### config.mk
export PLATFORM = sky130hd
export DESIGN_NAME = tone_mixer_stereo_flat
export DESIGN_NICKNAME = d
export VERILOG_FILES = /design/src/rtl/tone_mixer_stereo_pkg.sv /design/src/rtl/tone_mixer_stereo_if.sv /design/src/rtl/tone_mixer_stereo_channel.sv /design/src/rtl/tone_mixer_stereo.sv /design/src/flat_wrapper.sv
export SDC_FILE = /design/constraint.sdc
export NUM_CORES = 1
export LEC_CHECK = 0
export CAP_MARGIN = 20
export CORE_UTILIZATION = 60
export DETAILED_ROUTE_END_ITERATION = 6
export HOLD_SLACK_MARGIN = 0.12
export PLACE_DENSITY = 0.87
export SYNTH_ARGS = -nofsm -noshare
export SYNTH_HDL_FRONTEND = slang
export SYNTH_HIERARCHICAL = 1
export SYNTH_SLANG_ARGS = --single-unit
### constraint.sdc
create_clock -name clk -period 8.3 [get_ports clk]
set_input_delay 0.83 -clock clk [delete_from_list [all_inputs] [get_ports clk]]
set_output_delay 0.83 -clock clk [all_outputs]
set_load 0.05 [all_outputs]
### src/rtl/tone_mixer_stereo_pkg.sv
// Shared constants and helpers for the stereo tone mixer: sample range,
// amplitude shift derivation and output saturation.
package tone_mixer_pkg;

  localparam int SAMPLE_W = 16;
  localparam logic signed [15:0] SAMPLE_MAX = 16'sh7FFF;
  localparam logic signed [15:0] SAMPLE_MIN = 16'sh8000;

  // Left shift applied to an envelope value so that NUM_CH full-scale
  // channels just fit into a 16-bit sample. Clamped at 0 for very wide
  // volumes, which is the only way the mix can exceed the sample range.
  function automatic int amp_shift(input int vol_w, input int num_ch);
    int sh;
    sh = 15 - vol_w - $clog2(num_ch);
    return (sh < 0) ? 0 : sh;
  endfunction

  // Width of the signed per-channel contribution and the mix accumulator.
  // 16 + log2(NUM_CH) normally; grows when the shift had to be clamped.
  function automatic int acc_width(input int vol_w, input int num_ch);
    int mag_w;
    mag_w = vol_w + amp_shift(vol_w, num_ch) + 1;
    return ((mag_w > SAMPLE_W) ? mag_w : SAMPLE_W) + $clog2(num_ch);
  endfunction

  // Clip a sign-extended mix sum into the signed 16-bit sample range.
  function automatic logic signed [15:0] sat_sample(input logic signed [31:0] acc);
    if (acc > 32'sd32767) begin
      return SAMPLE_MAX;
    end else if (acc < -32'sd32768) begin
      return SAMPLE_MIN;
    end else begin
      return acc[15:0];
    end
  endfunction

endpackage

### src/rtl/tone_mixer_stereo_if.sv
// Control and sample bundle between the tone mixer and its host/DAC side.
interface tone_mixer_stereo_if #(
  parameter int NUM_CH = 4,
  parameter int DIV_W  = 22,
  parameter int VOL_W  = 4
);
  import tone_mixer_pkg::*;

  logic [NUM_CH*DIV_W-1:0]    note_div;
  logic [NUM_CH*VOL_W-1:0]    vol;
  logic [NUM_CH-1:0]          load;
  logic [NUM_CH-1:0]          decay_en;
  logic [NUM_CH-1:0]          pan_l;
  logic [NUM_CH-1:0]          pan_r;
  logic signed [SAMPLE_W-1:0] audio_left;
  logic signed [SAMPLE_W-1:0] audio_right;
  logic [NUM_CH-1:0]          active;

  modport master (
    output note_div, vol, load, decay_en, pan_l, pan_r,
    input  audio_left, audio_right, active
  );

  modport slave (
    input  note_div, vol, load, decay_en, pan_l, pan_r,
    output audio_left, audio_right, active
  );

endinterface

### src/rtl/tone_mixer_stereo_channel.sv
// One square-wave tone channel: latched divider, phase toggle and a
// linear decay envelope. Produces a signed contribution to the mix.
module tone_channel
  import tone_mixer_pkg::*;
#(
  parameter int DIV_W = 22,
  parameter int VOL_W = 4,
  parameter int SH    = 9,
  parameter int CON_W = 16
) (
  input  logic                    clk,
  input  logic                    rst_n,
  input  logic                    load,
  input  logic                    tick,
  input  logic                    decay_en,
  input  logic [DIV_W-1:0]        note_div,
  input  logic [VOL_W-1:0]        vol,
  output logic signed [CON_W-1:0] contrib,
  output logic                    active
);

  logic [DIV_W-1:0] div_q;
  logic [DIV_W-1:0] cnt;
  logic             phase;
  logic [VOL_W-1:0] env;
  logic [CON_W-1:0] amp;

  // Divider: load restarts the note, a zero divider parks the channel in rest.
  always_ff @(posedge clk or negedge rst_n) begin
    if (!rst_n) begin
      div_q <= '0;
      cnt   <= '0;
      phase <= 1'b0;
    end else if (load) begin
      div_q <= note_div;
      cnt   <= '0;
      phase <= 1'b0;
    end else if (div_q == '0) begin
      cnt   <= '0;
      phase <= 1'b0;
    end else if (cnt == div_q) begin
      cnt   <= '0;
      phase <= ~phase;
    end else begin
      cnt <= cnt + 1'b1;
    end
  end

  // Envelope: load beats a coincident decay tick; decay stops at zero.
  always_ff @(posedge clk or negedge rst_n) begin
    if (!rst_n) begin
      env <= '0;
    end else if (load) begin
      env <= vol;
    end else if (tick && decay_en && (env != '0)) begin
      env <= env - 1'b1;
    end
  end

  assign amp    = CON_W'(env) << SH;
  assign active = (div_q != '0) && (env != '0);

  // Square wave: positive half while phase is high, silent when inactive.
  always_comb begin
    if (!active) begin
      contrib = '0;
    end else if (phase) begin
      contrib = signed'(amp);
    end else begin
      contrib = -signed'(amp);
    end
  end

endmodule

### src/rtl/tone_mixer_stereo.sv
// Multi-channel square-wave tone mixer with per-channel pan and decay,
// producing saturated, registered signed 16-bit stereo samples.
module tone_mixer_stereo
  import tone_mixer_pkg::*;
#(
  parameter int NUM_CH    = 4,
  parameter int DIV_W     = 22,
  parameter int VOL_W     = 4,
  parameter int DECAY_DIV = 1000000
) (
  input  logic                clk,
  input  logic                rst_n,
  tone_mixer_stereo_if.slave  bus
);

  localparam int SH    = amp_shift(VOL_W, NUM_CH);
  localparam int ACC_W = acc_width(VOL_W, NUM_CH);
  localparam int PRE_W = $clog2(DECAY_DIV);

  logic [PRE_W-1:0]        pre;
  logic                    tick;
  logic signed [ACC_W-1:0] contrib [NUM_CH];
  logic [NUM_CH-1:0]       act;
  logic signed [ACC_W-1:0] sum_l;
  logic signed [ACC_W-1:0] sum_r;

  assign tick = (pre == PRE_W'(DECAY_DIV - 1));

  // Decay prescaler: free-running 0..DECAY_DIV-1, tick on the wrap cycle.
  always_ff @(posedge clk or negedge rst_n) begin
    if (!rst_n) begin
      pre <= '0;
    end else if (tick) begin
      pre <= '0;
    end else begin
      pre <= pre + 1'b1;
    end
  end

  for (genvar i = 0; i < NUM_CH; i++) begin : g_ch
    tone_channel #(
      .DIV_W (DIV_W),
      .VOL_W (VOL_W),
      .SH    (SH),
      .CON_W (ACC_W)
    ) u_ch (
      .clk      (clk),
      .rst_n    (rst_n),
      .load     (bus.load[i]),
      .tick     (tick),
      .decay_en (bus.decay_en[i]),
      .note_div (bus.note_div[i*DIV_W +: DIV_W]),
      .vol      (bus.vol[i*VOL_W +: VOL_W]),
      .contrib  (contrib[i]),
      .active   (act[i])
    );
  end

  assign bus.active = act;

  // Pan gating and summation; the accumulator is wide enough never to wrap.
  always_comb begin
    sum_l = '0;
    sum_r = '0;
    for (int i = 0; i < NUM_CH; i++) begin
      if (bus.pan_l[i]) sum_l = sum_l + contrib[i];
      if (bus.pan_r[i]) sum_r = sum_r + contrib[i];
    end
  end

  // Output sample registers, clipped to the signed 16-bit range.
  always_ff @(posedge clk or negedge rst_n) begin
    if (!rst_n) begin
      bus.audio_left  <= '0;
      bus.audio_right <= '0;
    end else begin
      bus.audio_left  <= sat_sample(32'(sum_l));
      bus.audio_right <= sat_sample(32'(sum_r));
    end
  end

endmodule

### src/flat_wrapper.sv
// flat-port wrapper written by rule: the top's interface ports become plain ports
module tone_mixer_stereo_flat import tone_mixer_pkg::*;
#(
  parameter int NUM_CH    = 4,
  parameter int DIV_W     = 22,
  parameter int VOL_W     = 4,
  parameter int DECAY_DIV = 1000000
)
  (clk, rst_n, bus_note_div, bus_vol, bus_load, bus_decay_en, bus_pan_l, bus_pan_r, bus_audio_left, bus_audio_right, bus_active);
  tone_mixer_stereo_if #(.NUM_CH(NUM_CH), .DIV_W(DIV_W), .VOL_W(VOL_W)) bus_i ();
  input  logic clk;
  input  logic rst_n;
  input wire logic [$bits(bus_i.note_div)-1:0] bus_note_div;
  input wire logic [$bits(bus_i.vol)-1:0] bus_vol;
  input wire logic [$bits(bus_i.load)-1:0] bus_load;
  input wire logic [$bits(bus_i.decay_en)-1:0] bus_decay_en;
  input wire logic [$bits(bus_i.pan_l)-1:0] bus_pan_l;
  input wire logic [$bits(bus_i.pan_r)-1:0] bus_pan_r;
  output wire logic [$bits(bus_i.audio_left)-1:0] bus_audio_left;
  output wire logic [$bits(bus_i.audio_right)-1:0] bus_audio_right;
  output wire logic [$bits(bus_i.active)-1:0] bus_active;
  assign bus_i.note_div = bus_note_div;
  assign bus_i.vol = bus_vol;
  assign bus_i.load = bus_load;
  assign bus_i.decay_en = bus_decay_en;
  assign bus_i.pan_l = bus_pan_l;
  assign bus_i.pan_r = bus_pan_r;
  assign bus_audio_left = bus_i.audio_left;
  assign bus_audio_right = bus_i.audio_right;
  assign bus_active = bus_i.active;
  tone_mixer_stereo #(.NUM_CH(NUM_CH), .DIV_W(DIV_W), .VOL_W(VOL_W), .DECAY_DIV(DECAY_DIV)) u_core (.clk(clk), .rst_n(rst_n), .bus(bus_i));
endmodule
# After elaboration in Yosys (flattened, before gate mapping)
# Cells that the tools add are included.
# word_totals
register_bits,248
# op_classes
addsub,19
n_lt_le_gt_ge,4
eq_ne,5
muxes,53
bitwise,4
n_reduce_logical,32
# op_table
operator,n
18-bit two-way mux,16
22-bit two-way mux,12
18-bit adder,6
"22-bit by 1-bit adder with 22-bit output, second input constant",4
22-bit == test,4
22-bit zero test,4
22-bit nonzero test,4
13-bit negator with 18-bit output,4
16-bit two-way mux,4
"18-bit by 16-bit greater-than comparator with 1-bit output, second input constant",2
"18-bit by 16-bit less-than comparator with 1-bit output, second input constant",2
4-bit two-way mux,8
"20-bit by 1-bit adder with 20-bit output, second input constant",1
"20-bit == test, second input constant",1
20-bit two-way mux,1
4-bit nonzero test,4
"4-bit by 1-bit subtractor with 4-bit output, second input constant",4
1-bit logical AND,12
1-bit two-way mux,12
3-bit nonzero test,4
2-bit nonzero test,4
1-bit NOT,4

# Depth between registers and ports, before layout
# logic_depth
ltp_word,13
mapped_depth,35

# By module
# Netlist, hierarchy kept.
# modules_own_cells
module,n_inst,cells_each,area_each_um2,seq_area_each_um2
tone_channel,4,252,2640.0,1226.2
tone_mixer_stereo,1,1092,8544.4,1301.2

# Worst setup path before layout
# OpenSTA, ideal clock, no wires.
# synth_timing
kind,register to register
startpoint,register u_core.g_ch[0].u_ch.div_q[6]
endpoint,register u_core.bus.audio_right[9]
setup_time_ps,75
arrival_ps,5985
required_ps,8225
path_slack_ps,2240
stages_incl_launch_ff,35
period_less_slack_ps,6060
path_cell_list,dfrtp_1 > or4_1 > nor3_1 > and2_1 > or2_1 > buf_2 > nor2_1 > nand2_1 > inv_1 > ha_1 > a211oi_1 > nand3_1 > a31oi_4 > nor2_1 > xnor2_1 > mux2i_1 > ha_1 > or2_2 > o31ai_1 > a31oi_1 > a311oi_1 > xor2_1 > nor2_1 > nor2_1 > inv_1 > ha_1 > buf_1 > nand3_1 > a21oi_1 > nor3_1 > nor3b_1 > xnor3_2 > a211o_1 > buf_6 > o21ai_2
# synth_rtl
element,line,rtl
start: declaration,tone_mixer_stereo_channel.sv:22,logic [DIV_W-1:0] div_q;
start signal: assignment,tone_mixer_stereo_channel.sv:35,div_q <= note_div;
end signal: assignment,tone_mixer_stereo.sv:78,bus.audio_right <= sat_sample(32'(sum_r));
end: declaration,tone_mixer_stereo_if.sv:26,"output audio_left, audio_right, active"

==> flow_summary.ini <==
[run_status]
outcome = finished clean

[detailed_routing]
route.detailed.drc = 0
final_antenna_net_count = 0
routed_wl_um = 47210
viasPerCell = 6.063
dr.pass1.iters = 5
wl_per_cell_um = 17.93
num_vias = 15960
drt_iter0_markers = 1048

[floorplan]
start_util_pct = 61.65
die_y_um = 180.4
design.portCount = 158
num_rows = 64
core_area_sq_um = 30990
dieArea_sq_um = 32560
fp.dieW_um = 180.4

[finish]
drive_above_1_share_pct = 11.13
antenna_cells = 0
fin_area_sq_um = 21610
area_growth_pct = 13.12
layout.nets = 2451

[setup_path]
reg2reg_slack_ps = 510
crit_path_max_fanout = 15
end_kind = flip-flop
crit_required_ps = 8690
reg2reg_depth = 31
r2r_start = u_core/g_ch[0].u_ch/div_q[6]
cp-endpoint = u_core/bus.audio_right[2]
slowest_stage = a211o_1
r2r_end = u_core/bus.audio_right[2]
cp.arrival_ps = 8180
crit_type = flip-flop to flip-flop
start_kind = flip-flop
critPathMaxStageDelay_ps = 550
crit_start = u_core/g_ch[0].u_ch/div_q[6]

[synth]
synth-seq-cells = 248
ys_seq_area_share_pct = 32.48
yosysUniqueCellTypes = 91
synthArstFlopShare_pct = 100.0
yosysWarnings = 6
netlist_instances = 2100
ys.flop_type = dfrtp_1
synth_edf_count = 0
synthesis.area_sq_um = 19100
syn_avg_cell_area_sq_um = 9.097

[place]
dpl-instance-area_sq_um = 20640
dpl.hpwl_um = 35260
numPortBuffers = 157
gp_congestion = 0.9590

[pwr]
powerDensity_nw_per_um2 = 246.8
switching_power_mw = 2.136
leakage_nw = 9.584
power_frac_comb_pct = 48.5
p_int_mw = 3.197
peakVddDrop_v = 0.0001624
switching_share_pct = 40.05
p_seq_share_pct = 27.3
power_mw = 5.333
p_clk_share_pct = 24.3

[clock_tree]
cts_made_buffers = 27
clock_path_buffers = 3
htreeDepth = 1
ctsHoldBuffers = 0
clockRootBuffer = clkbuf_16
clk_latency_ps = 560
cts_sinks = 248
cts_tree = done
clk_pin_slew_ps = 60

[timing]
max_slew_margin_pct = 28.40
final-max-slew-violation-count = 0
fin_crit_sh_pct = 93.88
rsz0062_at_grt = false
finalSetupViolCount = 0
fmax_mhz = 128.3
fin_setup_tns_ps = 0
fin_skew_ps = 8.768
min_period_ps = 7792
hold_viol_final = 0
worst_pin_slew_ps = 1071
hold_ws_ps = 320.4

[grt]
grt_first_pass_wirelength_um = 78410
grt_overflow = 0
antenna_found_initial = 1
grt_pass1_vias = 15710
grt_usage_pct = 29.19
grt_max_degree = 113

[hold_path]
hp-class = input pin to asynchronous set/reset pin

[flow_run]
cap_violations = 0
[state kept, by name, indices dropped and copies added (netlist names)]
| name | cells |
|---|---|
| u_core/g_ch.u_ch/div_q | 88 |
| u_core/g_ch.u_ch/env | 16 |
| u_core/bus.audio_right | 16 |
| u_core/g_ch.u_ch/phase | 4 |
| u_core/pre | 20 |
| u_core/g_ch.u_ch/cnt | 88 |
| u_core/bus.audio_left | 16 |
[critical path: cells and delay by family (launching register included)]
kind / cells / cell delay (ps)
multiplexers: 2 / 410
flip-flops: 1 / 400
AND/OR/NAND/NOR: 12 / 2550
AO/OA/AOI/OAI: 10 / 2750
XOR/XNOR: 3 / 530
buffers and inverters: 1 / 60
adder cells (fa/ha/maj): 3 / 910
[metal layers]
metal / track usage [%] / vias up / share of wire (%)
li1: - / 7598 / -
met1: 37.56 / 7751 / 42
met2: 50.28 / 483 / 49
met3: 3.496 / 132 / 4.7
met4: 11.08 / 0 / 3.8
met5: 0 / - / 0
[repair_timing]
item | 4_1_cts | 5_1_grt
buffers inserted | 0 | 0
gates resized for setup | 0 | 1
setup endpoints to repair | 0 | 15
[through the flow]
stage | utilization, % | setup slack, ps | instances
3_5_place_dp | 66.61 | 535.7 | 2583
2_1_floorplan | - | 2240 | 2132
6_report | 69.74 | 508.0 | 2633
3_3_place_gp | 66.61 | 714.2 | 2583
5_1_grt | 69.74 | 62.57 | 2633
4_1_cts | 69.72 | 458.7 | 2633
[worst min-delay path by stage]
stage,start,end,slack (ps),depth (start not counted)
2_1_floorplan,u_core/pre[4],u_core/pre[4],440,1
3_3_place_gp,u_core/pre[4],u_core/pre[4],450,1
3_5_place_dp,u_core/pre[4],u_core/pre[4],470,1
4_1_cts,rst_n,u_core/g_ch[2].u_ch/cnt[5],370,1
5_1_grt,rst_n,u_core/g_ch[2].u_ch/div_q[0],400,1
6_report,rst_n,u_core/g_ch[2].u_ch/cnt[5],320,1
[cell families (layout without fill, tap and decap cells)]
group / after synthesis / count (layout) / share of synthesized area, %
simple gates: 707 / 707 / 18.61
compound gates: 397 / 397 / 13.92
xor+xnor: 288 / 288 / 13.32
flops: 248 / 248 / 32.48
buf+inv: 199 / 304 / 5.626
mux: 139 / 139 / 8.036
fa+ha+maj: 118 / 118 / 7.918
other cells: 4 / 36 / 0.07857
[layout make-up]
type / instances / area [sq um]
fill: 2281 / 9378
multi-input combinational: 1685 / 11950
tap: 396 / 495.5
clock buffer: 40 / 794.5
clock inverter: 10 / 168.9
sequential: 248 / 6206
inverter: 82 / 307.8
timing repair buffer: 172 / 1689
[power groups by stage]
stage	Clock, mW	Combinational (mW)	Sequential (mW)
2_1_floorplan	0	1.70	1.73
3_3_place_gp	0	2.42	1.47
3_5_place_dp	0	2.49	1.47
4_1_cts	1.32	2.50	1.45
5_1_grt	1.37	2.80	1.47
6_report	1.29	2.59	1.45
[cell usage in the layout (no fill, tap or decap), drive strengths merged, types with 24 or more instances in the layout]
cell	Yosys	final
clkbuf	30	40
nand3	68	68
a211oi	26	26
o21a	24	24
mux2	112	112
a21o	32	32
mux2i	27	27
nor3	44	44
conb	4	36
nand4	37	37
a21oi	83	83
clkdlybuf4s50	0	156
and3	38	38
inv	80	81
dfrtp	248	248
nor2	195	195
xor2	177	177
o21ai	131	131
nand2	162	162
xnor2	110	110
nor4	50	50
and2	27	27
ha	107	107
[cells in the mapped netlist, types with 10 or more instances]
library cell    n  share of area [%]
dfrtp_1       248                 32
nor2_1        194                3.8
xor2_1        177                8.1
nand2_1       162                3.2
mux2_2        111                6.5
xnor2_1       109                5.0
ha_1          107                7.0
o21ai_0       104                2.7
a21oi_1        82                2.1
inv_1          79                1.6
nand3_1        68                1.8
buf_4          46                1.8
nor3_1         44                1.2
nor4_1         44                1.4
nand4_1        37                1.2
a21o_1         32                1.3
clkbuf_1       29               0.57
mux2i_1        27                1.4
and2_1         26               0.85
and3_1         26               0.85
a211oi_1       25               0.98
o21a_1         24               0.94
o21ai_2        24                1.1
buf_6          18                1.1
a31oi_1        13               0.43
buf_2          13               0.34
nor2b_1        13               0.43
or3_1          13               0.43
and3_2         12               0.47
buf_1          10               0.20
nand2b_1       10               0.33
o21bai_1       10               0.39
(Power assumes the default switching activity.)
